===== src/rtl/pes_tlc_multi.sv =====
`timescale 1ns/1ps
`default_nettype none
// ============================================================================
// Module      : pes_tlc_multi
// Description : Multi-approach traffic light controller. Serves N_WAY
//               approaches round-robin, granting green only where sensor
//               demand has been latched. Green is extended while the served
//               approach keeps demanding, up to a maximum green under
//               contention. Yellow and all-red clearance follow each green.
//               All durations are in ticks of TICK_DIV clocks.
// Ports       : clk        - clock, rising edge
//               rst_n      - asynchronous active-low reset
//               sensor     - vehicle present, one bit per approach
//               light      - 3-bit lamp code per approach (RED=100,
//                            YELLOW=010, GREEN=001), approach i at [3i+2:3i]
//               active_id  - approach owning green/yellow (last owner in
//                            all-red)
//               phase      - 00 GREEN, 01 YELLOW, 10 ALL_RED
// Revision    : 1.0 - initial release
// ============================================================================
module pes_tlc_multi #(
    parameter int N_WAY       = 4,
    parameter int TICK_DIV    = 1,
    parameter int T_MIN_GREEN = 8,
    parameter int T_MAX_GREEN = 32,
    parameter int T_YELLOW    = 3,
    parameter int T_ALL_RED   = 1,
    parameter int CNT_W       = 16
) (
    input  logic                       clk,
    input  logic                       rst_n,
    input  logic [N_WAY-1:0]           sensor,
    output logic [3*N_WAY-1:0]         light,
    output logic [$clog2(N_WAY)-1:0]   active_id,
    output logic [1:0]                 phase
);

    localparam int c_ID_W = $clog2(N_WAY);

    // The elapsed counter is cleared on state entry, so it holds (clocks
    // spent in state - 1). Each limit is therefore one below the duration.
    localparam logic [CNT_W-1:0] c_MIN_LIM = CNT_W'(T_MIN_GREEN * TICK_DIV - 1);
    localparam logic [CNT_W-1:0] c_MAX_LIM = CNT_W'(T_MAX_GREEN * TICK_DIV - 1);
    localparam logic [CNT_W-1:0] c_YEL_LIM = CNT_W'(T_YELLOW * TICK_DIV - 1);
    localparam logic [CNT_W-1:0] c_AR_LIM  = CNT_W'(T_ALL_RED * TICK_DIV - 1);

    localparam logic [2:0] c_LAMP_RED = 3'b100;
    localparam logic [2:0] c_LAMP_YEL = 3'b010;
    localparam logic [2:0] c_LAMP_GRN = 3'b001;

    localparam logic [3*N_WAY-1:0] c_RESET_LIGHT = {{(N_WAY-1){c_LAMP_RED}}, c_LAMP_GRN};
    localparam logic [N_WAY-1:0]   c_ONE         = {{(N_WAY-1){1'b0}}, 1'b1};

    // Encoding doubles as the phase output code.
    typedef enum logic [1:0] {
        ST_GREEN   = 2'b00,
        ST_YELLOW  = 2'b01,
        ST_ALL_RED = 2'b10
    } state_t;

    state_t                r_state;
    state_t                w_state_nxt;
    logic [c_ID_W-1:0]     r_cur;
    logic [c_ID_W-1:0]     w_cur_nxt;
    logic [c_ID_W-1:0]     w_rr_pick;
    logic [c_ID_W-1:0]     w_rr_idx;
    logic [CNT_W-1:0]      r_elapsed;
    logic [N_WAY-1:0]      r_req;
    logic [N_WAY-1:0]      w_req_nxt;
    logic [N_WAY-1:0]      w_cur_mask;
    logic [N_WAY-1:0]      w_grant_mask;
    logic [N_WAY-1:0]      w_sense_mask;
    logic                  w_other;
    logic [2:0]            w_cur_lamp;
    logic [3*N_WAY-1:0]    w_light_nxt;
    logic [3*N_WAY-1:0]    r_light;
    logic [c_ID_W-1:0]     r_active_id;
    logic [1:0]            r_phase;

    assign w_cur_mask = c_ONE << r_cur;
    assign w_other    = |(r_req & ~w_cur_mask);

    // Round-robin search for the next approach with latched demand.
    // Scanning from the farthest offset down to cur+1 lets the nearest
    // candidate overwrite the others, so no found flag is needed. When
    // nothing is pending the current approach is kept.
    always_comb begin
        w_rr_pick = r_cur;
        w_rr_idx  = '0;
        for (int k = N_WAY - 1; k >= 1; k--) begin
            w_rr_idx = c_ID_W'((int'(r_cur) + k) % N_WAY);
            if (r_req[w_rr_idx]) begin
                w_rr_pick = w_rr_idx;
            end
        end
    end

    // Next-state logic.
    always_comb begin
        w_state_nxt = r_state;
        w_cur_nxt   = r_cur;
        case (r_state)
            ST_GREEN: begin
                // Gap-out once minimum green is served and the holder has
                // stopped demanding; max-out regardless of the holder.
                if (w_other && (((r_elapsed >= c_MIN_LIM) && !sensor[r_cur]) ||
                                (r_elapsed >= c_MAX_LIM))) begin
                    w_state_nxt = ST_YELLOW;
                end
            end
            ST_YELLOW: begin
                if (r_elapsed >= c_YEL_LIM) begin
                    w_state_nxt = ST_ALL_RED;
                end
            end
            ST_ALL_RED: begin
                if (r_elapsed >= c_AR_LIM) begin
                    w_state_nxt = ST_GREEN;
                    w_cur_nxt   = w_rr_pick;
                end
            end
            default: begin
                w_state_nxt = ST_GREEN;
            end
        endcase
    end

    // Demand latch: the green holder does not latch its own sensor, and
    // an approach entering green has its request cleared, which wins over
    // a simultaneous set.
    always_comb begin
        w_sense_mask = sensor & ~((r_state == ST_GREEN) ? w_cur_mask : '0);
        w_grant_mask = ((w_state_nxt == ST_GREEN) && (r_state != ST_GREEN)) ?
                       (c_ONE << w_cur_nxt) : '0;
        w_req_nxt    = (r_req | w_sense_mask) & ~w_grant_mask;
    end

    // Lamp decode from the next state so the outputs move with the state.
    always_comb begin
        case (w_state_nxt)
            ST_GREEN:  w_cur_lamp = c_LAMP_GRN;
            ST_YELLOW: w_cur_lamp = c_LAMP_YEL;
            default:   w_cur_lamp = c_LAMP_RED;
        endcase
    end

    generate
        for (genvar i = 0; i < N_WAY; i++) begin : g_lamp
            assign w_light_nxt[3*i +: 3] = (w_cur_nxt == c_ID_W'(i)) ? w_cur_lamp : c_LAMP_RED;
        end
    endgenerate

    always_ff @(posedge clk or negedge rst_n) begin
        if (!rst_n) begin
            r_state     <= ST_GREEN;
            r_cur       <= '0;
            r_req       <= '0;
            r_elapsed   <= '0;
            r_light     <= c_RESET_LIGHT;
            r_active_id <= '0;
            r_phase     <= 2'b00;
        end else begin
            r_state <= w_state_nxt;
            r_cur   <= w_cur_nxt;
            r_req   <= w_req_nxt;
            if (w_state_nxt != r_state) begin
                r_elapsed <= '0;
            end else if (r_elapsed != '1) begin
                r_elapsed <= r_elapsed + CNT_W'(1);
            end
            r_light     <= w_light_nxt;
            r_active_id <= w_cur_nxt;
            r_phase     <= w_state_nxt;
        end
    end

    assign light     = r_light;
    assign active_id = r_active_id;
    assign phase     = r_phase;

endmodule
`default_nettype wire

===== config.mk =====
export PLATFORM = sky130hd
export DESIGN_NAME = pes_tlc_multi
export DESIGN_NICKNAME = d
export VERILOG_FILES = /design/src/rtl/pes_tlc_multi.sv
export SDC_FILE = /design/constraint.sdc
export NUM_CORES = 1
export LEC_CHECK = 0
export BUFFER_PORTS_ARGS = -buffer_cell sky130_fd_sc_hd__buf_2
export CORE_UTILIZATION = 45
export DETAILED_ROUTE_END_ITERATION = 12
export GPL_ROUTABILITY_DRIVEN = 0
export PLACE_DENSITY = 0.75
export SETUP_SLACK_MARGIN = 0.5
export SYNTH_ARGS = -nofsm -noshare
export SYNTH_HDL_FRONTEND = slang
export SYNTH_SLANG_ARGS = --single-unit

===== constraint.sdc =====
create_clock -name clk -period 4.1 [get_ports clk]
set_input_delay 0.41 -clock clk [delete_from_list [all_inputs] [get_ports clk]]
set_output_delay 0.41 -clock clk [all_outputs]
set_load 0.01 [all_outputs]

==> impl_metrics.tcl, run 1 <==
set metrics [dict create \
    ctsResizeCount 0 \
    chipWidth_um 67.9 \
    pin_count 22 \
    placeableCoreArea_sq_um 4090 \
    drt_wl_total_um 3790 \
    setup.worst_path.start_class "flop" \
    syn-cell-area_sq_um 1950 \
    holdBufCountCts 0 \
    max_slew.worst_pin.slew_ns 0.793 \
    post_synth_top_area_cell "sky130_fd_sc_hd__dfrtp_1" \
    synthesized_net_count 203 \
    period_share_pct 52.5 \
    globalRouteOverflowTotal 0 \
    cts_sink_count 36 \
    finalSetupTns_ns 0 \
    clock_insertion_delay_worst_skew_ns 0.29 \
    post_cts_buffers 0 \
    hp-class "in -> async" \
    worst_setup_hold_path_clk_slew_ns 0.07 \
    yosysTopAreaCellShare_pct 41.0 \
    synth.top_cells.by_area "sky130_fd_sc_hd__dfrtp_1, sky130_fd_sc_hd__dfstp_2, sky130_fd_sc_hd__nor2_1" \
    async_reset_ff_share_pct 100 \
    placement_cell_area_sq_um 2080 \
    met3_capacity_usage_during_global_routing_pct 5.33 \
    initial_detailed_routing_violation_count 70 \
    groute.layer.met1.usage_pct 25.6 \
    htreeDepth 2 \
    design_power_total_w 0.00150 \
    clk_root_buffer_cell "sky130_fd_sc_hd__clkbuf_8" \
    grt_setup_unrepaired "no" \
    final_cell_area_sq_um 2190 \
    outcome "finished clean" \
    area_of_the_die_sq_um 4610 \
    critPathMaxFanout 9 \
    fp.dieH_um 67.9 \
    drive_gt1_share_pct 23.4 \
    synth_top_flop_cell "sky130_fd_sc_hd__dfrtp_1" \
    syn_inst 191 \
    yosys_warnings 0 \
    cp.required_ns 4.26 \
    critical_path_class "reg -> reg" \
    vias_per_cell 5.38 \
    number_of_antenna_violations_at_the_first_check_in_global_routing 0 \
    first_global_vias 1324 \
    synth-seq-cells 36 \
    grt_start_max_net_pins 37 \
    max-slew-margin-rel_pct 47.2 \
    yosys.cell_types.count 44 \
    synthesis.area_per_instance_sq_um 10.2 \
    initial_core_util_pct 47.8 \
    grt_first_pass_wirelength_um 6270 \
    power_per_cell_area_nw_per_um2 687 \
    final_hold_violation_count 0 \
    rows 23 \
    vdd_ir_max_mv 0.485 \
    fmax_mhz 465 \
    grt_peak_use_layer "met2" \
    critical_path.endpoint_type "flop" \
    leakage_nw 0.996 \
    min_setup_slack_post_route_ns 1.95 \
    cts.path.max_buffers 2 \
    setup_viol_count_final 0 \
    grtUsageTotal_pct 18.8 \
    dp_worst_setup_slack_ns 1.96 \
    antenna-diode-count 0 \
    wl_per_cell_um 14.4 \
    synth_enable_flop_cells 0 \
    remaining_drc_errors 0 \
    cts_tree "done" \
    syn2layout_area_growth_pct 12.0 \
    synth-seq-area-share_pct 46.4 \
    worst-endpoint-arrival_ns 2.31 \
    final_net_count 225 \
    route.antenna.remaining_nets 0 \
    detailroute.via_count 1419 \
    skew_ns 0.00577 \
    grt_use_met2_pct 28.5 \
    portBuffers 21 \
    min_period_ns 2.15 \
    timing.max_cap.violations 0 \
    detailedPlacementHpwl_um 2690 \
    final_core_utilization_pct 53.6 \
    timing.reg2reg.setup_slack_ns 1.95 \
    numCtsBuffers 5 \
    detail_route.first_pass.iterations 4 \
    timing.final.max_slew_violations 0 \
]
==> registers in the layout, summed over array words and instances (netlist names) <==
signal	flops
light	12
r_req	4
active_id	2
r_elapsed	16
phase	2
==> critical path, cell delays in order, from the launching register on <==
cell	delay [ns]
sky130_fd_sc_hd__dfrtp_1	0.53
sky130_fd_sc_hd__inv_2	0.13
sky130_fd_sc_hd__ha_1	0.37
sky130_fd_sc_hd__nor2b_1	0.14
sky130_fd_sc_hd__o21ai_1	0.08
sky130_fd_sc_hd__a21oi_1	0.36
sky130_fd_sc_hd__or2_0	0.29
sky130_fd_sc_hd__a31oi_1	0.12
==> area by class of cell <==
type                       instances  area, sq um
clock buffer                       5         68.8
clock inverter                     3         42.5
fill                             370         1900
inverter                           7         26.3
multi-input combinational        142          977
sequential                        36          906
tap                               50         62.6
timing repair buffer              21          105
==> synthesized netlist by cell type (6+ instances only) <==
master and n:
sky130_fd_sc_hd__nand2b_1 6, sky130_fd_sc_hd__nand4_1 7, sky130_fd_sc_hd__nor3_1 8, sky130_fd_sc_hd__xnor2_1 6, sky130_fd_sc_hd__nand3_1 9, sky130_fd_sc_hd__nor2_1 23, sky130_fd_sc_hd__ha_1 6, sky130_fd_sc_hd__dfrtp_1 32
sky130_fd_sc_hd__nand2_1 14, sky130_fd_sc_hd__a21oi_1 11, sky130_fd_sc_hd__xor2_1 8, sky130_fd_sc_hd__inv_1 6
==> logic make-up (layout without fill, tap and decap cells) <==
kind of cell	count (synthesis)	after routing	synth area share (%)
AND/OR/NAND/NOR	90	90	25.1
adder cells (fa/ha/maj)	6	6	3.84
XOR/XNOR	14	14	6.28
flip-flops	36	36	46.4
AO/OA/AOI/OAI	25	25	10.4
multiplexers	7	7	4.36
buffers and inverters	13	36	3.59
==> routing by layer <==
metal	vias up	routed length (um)
met2	28	1730
met4	0	49
met1	680	1830
met5	-	0
li1	705	-
met3	6	185
==> through the flow <==
stage | std cells | hold slack [ns]
floorplan | 191 | 0.114
global placement | 256 | 0.536
detailed placement | 256 | 0.541
CTS | 264 | 0.218
global route | 264 | 0.255
finish | 264 | 0.198
==> worst paths after layout <==
kind                                from       endpoint  cells after the start
hold / removal                     rst_n   r_elapsed[8]                      1
min in group clk               sensor[3]       r_req[3]                      3
setup reg to reg            active_id[0]       r_req[3]                      7
hold reg to reg            r_elapsed[11]  r_elapsed[11]                      2
setup / recovery            active_id[0]       r_req[3]                      7
max in group asynchronous          rst_n   r_elapsed[3]                      1
==> layout by cell type (no fill, tap or decap), types with 2 or more instances in the layout <==
cell type / synthesis / final
sky130_fd_sc_hd__a21oi_1: 11 / 11
sky130_fd_sc_hd__and2_1: 3 / 3
sky130_fd_sc_hd__and3_1: 3 / 3
sky130_fd_sc_hd__and4_1: 4 / 4
sky130_fd_sc_hd__buf_2: 2 / 21
sky130_fd_sc_hd__clkbuf_8: 0 / 5
sky130_fd_sc_hd__dfrtp_1: 32 / 32
sky130_fd_sc_hd__dfstp_2: 4 / 4
sky130_fd_sc_hd__ha_1: 6 / 6
sky130_fd_sc_hd__inv_1: 6 / 6
sky130_fd_sc_hd__mux2_2: 2 / 2
sky130_fd_sc_hd__mux2i_1: 4 / 4
sky130_fd_sc_hd__nand2_1: 14 / 14
sky130_fd_sc_hd__nand2b_1: 6 / 6
sky130_fd_sc_hd__nand3_1: 9 / 9
sky130_fd_sc_hd__nand4_1: 7 / 7
sky130_fd_sc_hd__nor2_1: 23 / 23
sky130_fd_sc_hd__nor2b_1: 3 / 3
sky130_fd_sc_hd__nor3_1: 8 / 8
sky130_fd_sc_hd__nor4_2: 3 / 3
sky130_fd_sc_hd__o21ai_0: 4 / 4
sky130_fd_sc_hd__xnor2_1: 6 / 6
sky130_fd_sc_hd__xor2_1: 8 / 8
==> power breakdown <==
part	switching, W	internal (W)
registers	0.000107	0.000458
logic	0.000372	0.000257
clock network	0.000130	0.000180
total	0.000608	0.000894
Power figures use the tool's default switching activity.
==> run 2, diff against run 1 <==
- ABC_AREA: not set -> 1
- PLACE_DENSITY: 0.75 -> 0.77
- clock period: 4.1 -> 1.85 ns (I/O delays scaled with it)
==> impl_metrics.tcl, run 2 <==
set metrics [dict create \
    grtUsageTotal_pct 22.7 \
    registers.top_by_ff_count "r_elapsed" \
    fmax_mhz 543 \
    synth-seq-area-share_pct 45.8 \
    drive_gt1_share_pct 40.8 \
    syn2layout_area_growth_pct 39.4 \
    syn_inst 252 \
    clk_root_buffer_cell "sky130_fd_sc_hd__clkbuf_8" \
    critPathMaxFanout 7 \
    met3_capacity_usage_during_global_routing_pct 5.50 \
    setup.worst_path.start_class "flop" \
    globalRouteOverflowTotal 0 \
    largest_reg_flops 16 \
    worst-endpoint-arrival_ns 2.02 \
    outcome "finished clean" \
    cp.required_ns 2.02 \
    cts_sink_count 36 \
    grt_setup_unrepaired "yes" \
    remaining_drc_errors 0 \
    synth.top_cells.by_area "sky130_fd_sc_hd__dfrtp_1, sky130_fd_sc_hd__nand2_1, sky130_fd_sc_hd__nand3_1" \
    critical_path.startpoint "active_id[0]" \
    fp.dieH_um 68.3 \
    placeableCoreArea_sq_um 4120 \
    number_of_placed_cells_counting_well_taps 330 \
    drt_wl_total_um 5270 \
    grt_first_pass_wirelength_um 7740 \
    leakage_nw 1.34 \
    synth_enable_flop_cells 0 \
    grt_use_met2_pct 36.4 \
    final_hold_violation_count 0 \
    setup_viol_count_final 0 \
    portBuffers 21 \
    post_synth_top_area_cell "sky130_fd_sc_hd__dfrtp_1" \
    synthesized_net_count 264 \
    skew_ns 0.00785 \
    period_share_pct 99.5 \
    chipWidth_um 68.3 \
    antenna-diode-count 0 \
    final_net_count 327 \
    synth-seq-cells 36 \
    critical_path_class "reg -> reg" \
    cts.path.max_buffers 2 \
    rr_worst_depth 10 \
    most-common-layout-cells "sky130_fd_sc_hd__nand2_1, sky130_fd_sc_hd__dfrtp_1, sky130_fd_sc_hd__buf_4" \
    detailedPlacementHpwl_um 3090 \
    timing.max_cap.violations 0 \
    num-fill-cells 302 \
    rows 23 \
    async_reset_ff_share_pct 100 \
    groute.layer.met1.usage_pct 28.4 \
    synthesis.area_per_instance_sq_um 7.85 \
    grt_peak_use_layer "met2" \
    numCtsBuffers 5 \
    setup.worst_path.end "r_elapsed[13]" \
    detailroute.via_count 1938 \
    timing.final.max_slew_violations 0 \
    htreeDepth 2 \
    final.hold.worst_slack_ns 0.208 \
    synthMostInstantiatedCell "sky130_fd_sc_hd__nand2_1" \
    synth_top_flop_cell "sky130_fd_sc_hd__dfrtp_1" \
    yosys.cell_types.count 29 \
    max_slew.worst_pin.slew_ns 0.378 \
    max-slew-margin-rel_pct 74.8 \
    syn-cell-area_sq_um 1980 \
    grt_start_max_net_pins 23 \
    vdd_ir_max_mv 0.665 \
    worstHoldStart "sensor[0]" \
    worst_setup_hold_path_clk_slew_ns 0.08 \
    initial_detailed_routing_violation_count 207 \
    vias_per_cell 5.30 \
    route.antenna.remaining_nets 0 \
    pin_count 22 \
    power_per_cell_area_nw_per_um2 1660 \
    critical_path.endpoint_type "flop" \
    timing.reg2reg.setup_slack_ns 0.009 \
    clock_insertion_delay_worst_skew_ns 0.29 \
    area_of_the_die_sq_um 4670 \
    detail_route.first_pass.iterations 4 \
    initial_core_util_pct 48.1 \
    number_of_antenna_violations_at_the_first_check_in_global_routing 0 \
    final_cells 366 \
    layout_commonest_cell "sky130_fd_sc_hd__nand2_1" \
    worst_r2r_endpoint "r_elapsed[13]" \
    ys_top_cells_by_count "sky130_fd_sc_hd__nand2_1, sky130_fd_sc_hd__dfrtp_1, sky130_fd_sc_hd__inv_1" \
    reg2reg_from "active_id[0]" \
    hp-class "in -> reg" \
    first_global_vias 1720 \
    yosysTopAreaCellShare_pct 40.5 \
    cts_tree "done" \
    min_period_ns 1.84 \
    yosys_warnings 0 \
    wl_per_cell_um 14.4 \
]
## run 2: cell types whose count changed in the layout (fill, tap and decap cells not counted), sizes merged, moves of 5 or more
cell	previous run	this run
o21ai	5	17
nand3	10	25
a21oi	13	3
xnor2	6	1
buf	21	58
nand2	14	75
nand2b	7	0
nor2	23	31
inv	7	31
## run 2: through the flow
stage | setup TNS (ns) | cell area [sq um] | setup WS (ns) | utilization [%] | power [W]
final | 0 | 2760 | 0.00857 | 67.1 | 0.00457
after global routing | -0.630 | 2760 | -0.0991 | 67.1 | 0.00488
after CTS | 0 | 2550 | 0.137 | 62.1 | 0.00393
after detailed placement | 0 | 2230 | 0.0602 | 54.2 | 0.00290
after global placement | 0 | 2230 | 0.100 | 54.2 | 0.00287
after floorplan | 0 | 2010 | 0.249 | - | 0.00244
## run 2: area by class of cell
cell class | count | area, sq um | share of cell area [%]
Multi-Input combinational cell | 182 | 1110 | 40.2
Sequential cell | 36 | 910 | 33.0
Timing Repair Buffer | 59 | 435 | 15.8
Inverter | 31 | 131 | 4.76
Clock buffer | 5 | 68.8 | 2.49
Tap cell | 50 | 62.6 | 2.27
Clock inverter | 3 | 42.5 | 1.54
## run 2: worst min-delay path by stage
| stage | cells after the start | endpoint | slack [ns] |
|---|---|---|---|
| floorplan | 0 | active_id[0] | -0.11 |
| global placement | 1 | active_id[1] | 0.12 |
| detailed placement | 1 | active_id[1] | 0.12 |
| CTS | 5 | r_req[0] | 0.21 |
| global route | 3 | r_req[3] | 0.21 |
| finish | 5 | r_req[0] | 0.21 |
## run 2: cells by family (layout without fill, tap and decap cells)
logic type | Yosys count | after routing | synth area share, %
adder cells (fa/ha/maj) | 6 | 6 | 3.79
XOR/XNOR | 11 | 11 | 4.87
AO/OA/AOI/OAI | 24 | 24 | 6.64
buffers and inverters | 34 | 98 | 7.08
flip-flops | 36 | 36 | 45.8
AND/OR/NAND/NOR | 141 | 141 | 31.9
## run 2: timing repair
action	CTS	global route
resized for setup	26	30
pin swaps	22	22
hold buffers	1	0
endpoints found under the hold margin	14	0
gates cloned	0	0
setup endpoints to repair	36	36
setup buffers	15	12
## run 2: worst max-delay path, cell delays in order (launching register included)
cell	delay [ns]
sky130_fd_sc_hd__dfrtp_2	0.47
sky130_fd_sc_hd__buf_6	0.14
sky130_fd_sc_hd__ha_2	0.18
sky130_fd_sc_hd__o22ai_1	0.17
sky130_fd_sc_hd__o21a_1	0.18
sky130_fd_sc_hd__nand2_2	0.08
sky130_fd_sc_hd__nand2_1	0.09
sky130_fd_sc_hd__nand2_2	0.09
sky130_fd_sc_hd__nand2_2	0.10
sky130_fd_sc_hd__buf_6	0.13
sky130_fd_sc_hd__o21ai_0	0.08
## run 2: per-layer routing
metal	up-vias	routed length (um)	share of wire, %
met4	0	250	4.7
met1	902	2150	41
met3	22	323	6.1
met5	-	0	0
met2	91	2550	48
li1	923	-	-
## run 2: report_power, final
group | internal (W) | switching, W
combinational | 0.00112 | 0.00157
clock | 0.000399 | 0.000290
sequential | 0.00102 | 0.000171
total | 0.00254 | 0.00203
